--- src/rtl/weight_skew_fifo.sv ---
// Weight-staging FIFO for the systolic array: row-wide circular buffer with valid/ready
// handshakes, replay recirculation of popped rows, and a per-lane diagonal skew stage.
module weight_skew_fifo #(
    parameter int LANES  = 16,
    parameter int DATA_W = 8,
    parameter int DEPTH  = 16,
    parameter int SKEW   = 1
) (
    input  logic                      clk,
    input  logic                      reset,
    input  logic                      wr_valid,
    output logic                      wr_ready,
    input  logic [LANES*DATA_W-1:0]   wr_data,
    output logic                      rd_valid,
    input  logic                      rd_ready,
    output logic [LANES*DATA_W-1:0]   rd_data,
    input  logic                      replay,
    output logic [LANES*DATA_W-1:0]   skew_data,
    output logic [LANES-1:0]          skew_valid,
    output logic [$clog2(DEPTH):0]    count,
    output logic                      full,
    output logic                      empty
);

    localparam int AW = $clog2(DEPTH);
    localparam int CW = AW + 1;
    localparam int W  = LANES * DATA_W;

    logic [W-1:0]    mem_q [DEPTH];
    logic [AW-1:0]   wr_ptr_q, wr_ptr_d;
    logic [AW-1:0]   rd_ptr_q, rd_ptr_d;
    logic [CW-1:0]   count_q, count_d;
    logic            push, pop, mem_we;
    logic [W-1:0]    mem_wdata;

    assign full     = (count_q == CW'(DEPTH));
    assign empty    = (count_q == '0);
    assign count    = count_q;
    assign rd_valid = !empty;
    assign wr_ready = !full && !replay;
    assign rd_data  = mem_q[rd_ptr_q];

    assign push = wr_valid && wr_ready;
    assign pop  = rd_valid && rd_ready;

    // A replayed pop re-appends the head row at the tail, so it takes the write port.
    always_comb begin
        wr_ptr_d  = wr_ptr_q;
        rd_ptr_d  = rd_ptr_q;
        count_d   = count_q;
        mem_we    = push || (pop && replay);
        mem_wdata = push ? wr_data : rd_data;

        if (mem_we) wr_ptr_d = wr_ptr_q + AW'(1);
        if (pop)    rd_ptr_d = rd_ptr_q + AW'(1);

        if (push && !pop)                count_d = count_q + CW'(1);
        else if (pop && !replay && !push) count_d = count_q - CW'(1);
    end

    // NOTE: state registers use non-blocking assignments so every flop samples pre-edge values.
    always_ff @(posedge clk) begin
        if (reset) begin
            wr_ptr_q <= '0;
            rd_ptr_q <= '0;
            count_q  <= '0;
        end else begin
            wr_ptr_q <= wr_ptr_d;
            rd_ptr_q <= rd_ptr_d;
            count_q  <= count_d;
        end
    end

    // NOTE: the row storage is deliberately not reset; pointers and count define what is valid.
    always_ff @(posedge clk) begin
        if (!reset && mem_we) mem_q[wr_ptr_q] <= mem_wdata;
    end

    for (genvar k = 0; k < LANES; k++) begin : g_lane
        localparam int LAT = 1 + k * SKEW;

        logic [DATA_W-1:0] dat_q [LAT];
        logic [DATA_W-1:0] dat_d [LAT];
        logic [LAT-1:0]    vld_q, vld_d;

        // Idle slots carry zero data so an invalid lane always reads as zero.
        always_comb begin
            dat_d[0] = pop ? rd_data[k*DATA_W +: DATA_W] : '0;
            vld_d[0] = pop;
            for (int i = 1; i < LAT; i++) begin
                dat_d[i] = dat_q[i-1];
                vld_d[i] = vld_q[i-1];
            end
        end

        always_ff @(posedge clk) begin
            if (reset) begin
                vld_q <= '0;
                for (int i = 0; i < LAT; i++) dat_q[i] <= '0;
            end else begin
                vld_q <= vld_d;
                dat_q <= dat_d;
            end
        end

        assign skew_data[k*DATA_W +: DATA_W] = dat_q[LAT-1];
        assign skew_valid[k]                 = vld_q[LAT-1];
    end

endmodule

--- config.mk ---
export PLATFORM = sky130hd
export DESIGN_NAME = weight_skew_fifo
export DESIGN_NICKNAME = d
export VERILOG_FILES = /design/src/rtl/weight_skew_fifo.sv
export SDC_FILE = /design/constraint.sdc
export NUM_CORES = 2
export LEC_CHECK = 0
export CAP_MARGIN = 10
export CORE_MARGIN = 2
export CORE_UTILIZATION = 40
export CTS_BUF_LIST = sky130_fd_sc_hd__clkbuf_16
export DETAILED_ROUTE_END_ITERATION = 12
export PLACE_DENSITY_LB_ADDON = 0.2
export SETUP_SLACK_MARGIN = 0.02
export SYNTH_ARGS = -nofsm -noshare
export SYNTH_HDL_FRONTEND = slang
export SYNTH_SLANG_ARGS = --single-unit
--- constraint.sdc ---
create_clock -name clk -period 22.1 [get_ports clk]
set_input_delay 4.42 -clock clk [delete_from_list [all_inputs] [get_ports clk]]
set_output_delay 4.42 -clock clk [all_outputs]
set_load 0.01 [all_outputs]
# After elaboration in Yosys (flattened, before gate mapping)
# Memory sizes are Yosys's and may differ from the RTL's. A register that Yosys moved wholly into a read port is not among the register bits.
# Cells that the tools add are included.
# W data, S select, Z words.
[classes] n_addsub=4 mul=0 div_mod_pow=0 n_lt_le_gt_ge=0 n_eq_ne=1 shift=0 muxes=7 bitwise_logic=1 n_reduce_logical=18
[ops] op="$mux W128" count=1
[ops] op="$mux W5" count=2
[ops] op="$add A4 B1 Y4 const B" count=2
[ops] op="$logic_and A1 B1 Y1" count=8
[ops] op="$mux W4" count=2
[ops] op="$logic_not A1 Y1" count=6
[ops] op="$add A5 B1 Y5 const B" count=1
[ops] op="$eq A5 B5 Y1 const B" count=1
[ops] op="$logic_not A5 Y1" count=1
[ops] op="$sub A5 B1 Y5 const B" count=1
[ops] op="$mux W1" count=2
[ops] op="$reduce_bool A2 Y1" count=1
[ops] op="$reduce_or A2 Y1" count=1
[ops] op="$logic_or A1 B1 Y1" count=1
[ops] op="$not A1 Y1" count=1
[totals] ff_bits=1237 latch_bits=0 ramBits=2048 mem_bits_ro=0 in_bits=133 out_inout_bits=281 elab_cells=187 n_memories=1
[memory_table] memory="mem_q" depth=16 width=128 read_ports=1 rd_clocked_by_memory_dff=1 write_ports=1 line="29" rtl="logic [W-1:0] mem_q [DEPTH];"

# Depth between registers and ports, before layout
[depth] word_depth=8 mapped_depth=11

# Worst setup path before layout
# OpenSTA, ideal clock, no wires.
[synth_timing] path_kind="in2reg" start="input port rd_ready" end="memory mem_q[0][0] in the netlist's numbering (enable)" setup_ns=0.929 t_arrival_ns=17.147 required_time_ns=21.171 setup_slack_ns=4.024 stages=5 n_path_buf=1 cell_sequence="clkbuf_1 > nand2_1 > a21oi_1 > nor2_2 > nor4_1"
[synth_between] elab_chain_len=6
[synth_lines] item="start, declared" line="15" rtl="input logic rd_ready,"
[synth_lines] item="$logic_and A1 B1 Y1" line="44" rtl="assign pop = rd_valid && rd_ready;"
[synth_lines] item="$logic_and A1 B1 Y1" line="51" rtl="mem_we = push || (pop && replay);"
[synth_lines] item="$logic_or A1 B1 Y1" line="51"
[synth_lines] item="$logic_and A1 B1 Y1" line="76" rtl="if (!reset && mem_we) mem_q[wr_ptr_q] <= mem_wdata;"
[synth_lines] item="$mux W1" line="76"
[synth_lines] item="$mux W1 (implied by the code)" line="76"
[synth_lines] item="end, declared" line="29"
# No other way between the ends.

==> impl_metrics.yaml <==
die:
  die_h_um: 526
  die_area_sq_um: 277000
  core_area_sq_um: 271000
  start_util: 0.402
  ioPinCount: 414
  rows: 191
  die_w_um: 526
layout:
  final_util: 0.472
  area_growth_pct: 17.2
  final_cell_mix: "edfxtp_1 (2,048), dfxtp_1 (1,117), nor2b_1 (983)"
  layout.nets: 6795
  design_area_sq_um: 128000
  drive_gt1_frac: 0.165
  final_common_cell: "edfxtp_1"
critical_path:
  cp_slowest_cell: "dfxtp_4"
  crit_top_cell: "buf_4"
  startpoint_type: "register"
  worstSetupEndpointType: "primary output"
  cp_num_buf_inv: 4
  path_delay_family: "buffers and inverters"
  critPathKind: "register to primary output"
  arrival_ns: 6.19
  worst-path-max-fanout: 115
  crit_chain: "buf_12, buf_4, buf_4, mux4_2, o21ai_0, o22ai_1, clkdlybuf4s50_1"
  required_ns: 17.68
  max_stage_delay_ns: 0.93
power_and_ir_drop:
  ir_drop_uv: 74.8
  power_density_nw_per_um2: 114
  leakage_nw: 42.8
grt:
  grt_pass1_wl_mm: 385
  grt_usage: 0.188
  grt_pass1_vias: 55679
  grt_max_degree: 116
  antenna_found_initial: 12
  gr-total-overflow: 0
placed_design:
  io_buffers: 413
  dp_hpwl_mm: 143
  pre_cts_slack_ns: 11.70
  place_congestion: 0.732
  place_area_sq_um: 117000
timing:
  slew_headroom: 0.117
  drv_slew: 0
  fmax_mhz: 94.3
  clock_skew_ns: 0.0582
  worst_pin_slew_ns: 1.32
  rsz0062_at_grt: "no"
  min_period_ns: 10.61
  fin_setup_tns_ns: 0
  fin_crit_sh: 0.480
  worst_slack_ns: 11.49
  hold_viol: 0
  setup_violations: 0
clocking:
  tritoncts: "built"
  h-tree-depth: 5
  cts_max_path_buffers: 4
  postCtsHoldBufs: 0
  cts_buffers: 333
  cts.sinks: 3169
  post-cts-setup-buffer-count: 0
  path_clk_slew_ns: 0.06
  root_buffer: "clkbuf_16"
  cts_resized: 0
  clock_latency_ns: 0.92
logic_synthesis:
  ys_ff_latch: 3169
  async_flop_share: 0
  yosys.area.top_type: "edfxtp_1"
  synth_top_area_share: 0.564
  synth-edff-count: 2048
  ys_types: 50
  synth_nets: 6283
  synthFlopType: "edfxtp_1"
  synthTopCellsByArea: "edfxtp_1 (56%), dfxtp_1 (21%), mux4_2 (9.4%)"
  seq_area_frac_synth: 0.770
  syn_avg_cell_area_sq_um: 17.8
  synthCells: 6140
  yosys_warnings: 0
  syn-cell-area_sq_um: 109000
routing:
  vias: 53590
  via_per_inst: 5.10
  firstDrtPassIters: 7
  ant_nets: 0
  drt_wl_total_mm: 264
  avgRoutedWirePerCell_um: 25.1
  drc: 0
  drtIter0Drc: 4128
status:
  status: "finished, final reports clean"
flow_run:
  drv_cap: 0
hold_path:
  hold_class: "register to register"
-- where the power goes --
part | total (W) | switching [W] | internal (W) | leakage, nW
clock | 0.00537 | 0.00233 | 0.00304 | 5.60
sequential | 0.00707 | 0.0000654 | 0.00701 | 27.5
combinational | 0.00216 | 0.00147 | 0.000697 | 9.67
-- worst paths after layout --
kind | start | end | slack (ns) | depth (start not counted)
setup reg to reg | register | mem_q[9][65]$_DFFE_PP_ | 16.62 | 8
hold reg to reg | g_lane[11].dat_d[25]$_SDFF_PP0_ | g_lane[11].dat_d[17]$_SDFF_PP0_ | 0.39 | 1
hold / removal | g_lane[11].dat_d[25]$_SDFF_PP0_ | g_lane[11].dat_d[17]$_SDFF_PP0_ | 0.39 | 1
setup / recovery | register | rd_data[102] | 11.49 | 7
-- per-layer routing --
layer  global-route usage  share of wire
met1                0.253           0.43
met2                0.319           0.50
met3               0.0246          0.045
met4               0.0553          0.025
met5                    0       0.000072
-- Yosys cell counts (4+ instances only) --
library cell	number
nor2b_1	985
nor4_1	4
mux4_2	455
edfxtp_1	2048
inv_1	27
buf_2	90
dfxtp_1	1121
o21ai_1	7
o21ai_0	67
nand2b_1	6
a211oi_2	5
nand2_1	372
buf_1	32
nor2_1	101
and2_1	46
xor2_1	4
clkbuf_1	187
a221o_1	6
ha_1	9
buf_6	8
mux2_2	72
o22ai_1	33
a21oi_1	126
xnor2_1	4
a31oi_1	5
buf_4	18
a22oi_1	157
mux2i_1	118
-- logic make-up after synthesis --
group / after synthesis / share of synthesized area
fa+ha+maj: 10 / 0.00122
compound gates: 415 / 0.0240
buf+inv: 365 / 0.0148
mux: 645 / 0.112
xor+xnor: 8 / 0.000643
simple gates: 1528 / 0.0770
flops: 3169 / 0.770
-- metrics by stage --
stage | instances | power, W | hold slack (ns)
detailed placement | 9885 | 0.00941 | 0.420
global placement | 9884 | 0.00935 | 0.416
floorplan | 6140 | 0.00834 | 0.414
global route | 10511 | 0.0152 | 0.416
finish | 10515 | 0.0146 | 0.394
CTS | 10505 | 0.0148 | 0.398
-- worst register-to-register path, cell delays in order (launching register included) --
cell and delay, ns:
dfxtp_4 0.93, buf_12 0.58, buf_4 1.22, buf_4 0.82, mux4_2 0.61, a22oi_1 0.26, nand2_1 0.25, nand2_1 0.13
nand2_1 0.29
-- state kept, by name, indices dropped and copies added (netlist names), named ones only --
register,flops
mem_q,2048
wr_ptr_q,4
g_lane.vld_q,16
g_lane.dat_q,8
skew_data,120
g_lane.dat_d,960
count,5
rd_ptr_q,4
-- cell type report --
class                   count  area, sq um
clock inverters           275         2000
flip-flops and latches   3169        84000
multi-input cells        2606        23600
fillers                 23015       143000
diodes                      8         20.0
well taps                3570         4470
clock buffers             345         8630
repair buffers            513         4990
inverters                  29          111
No activity file was read; power rests on OpenSTA's default activity.
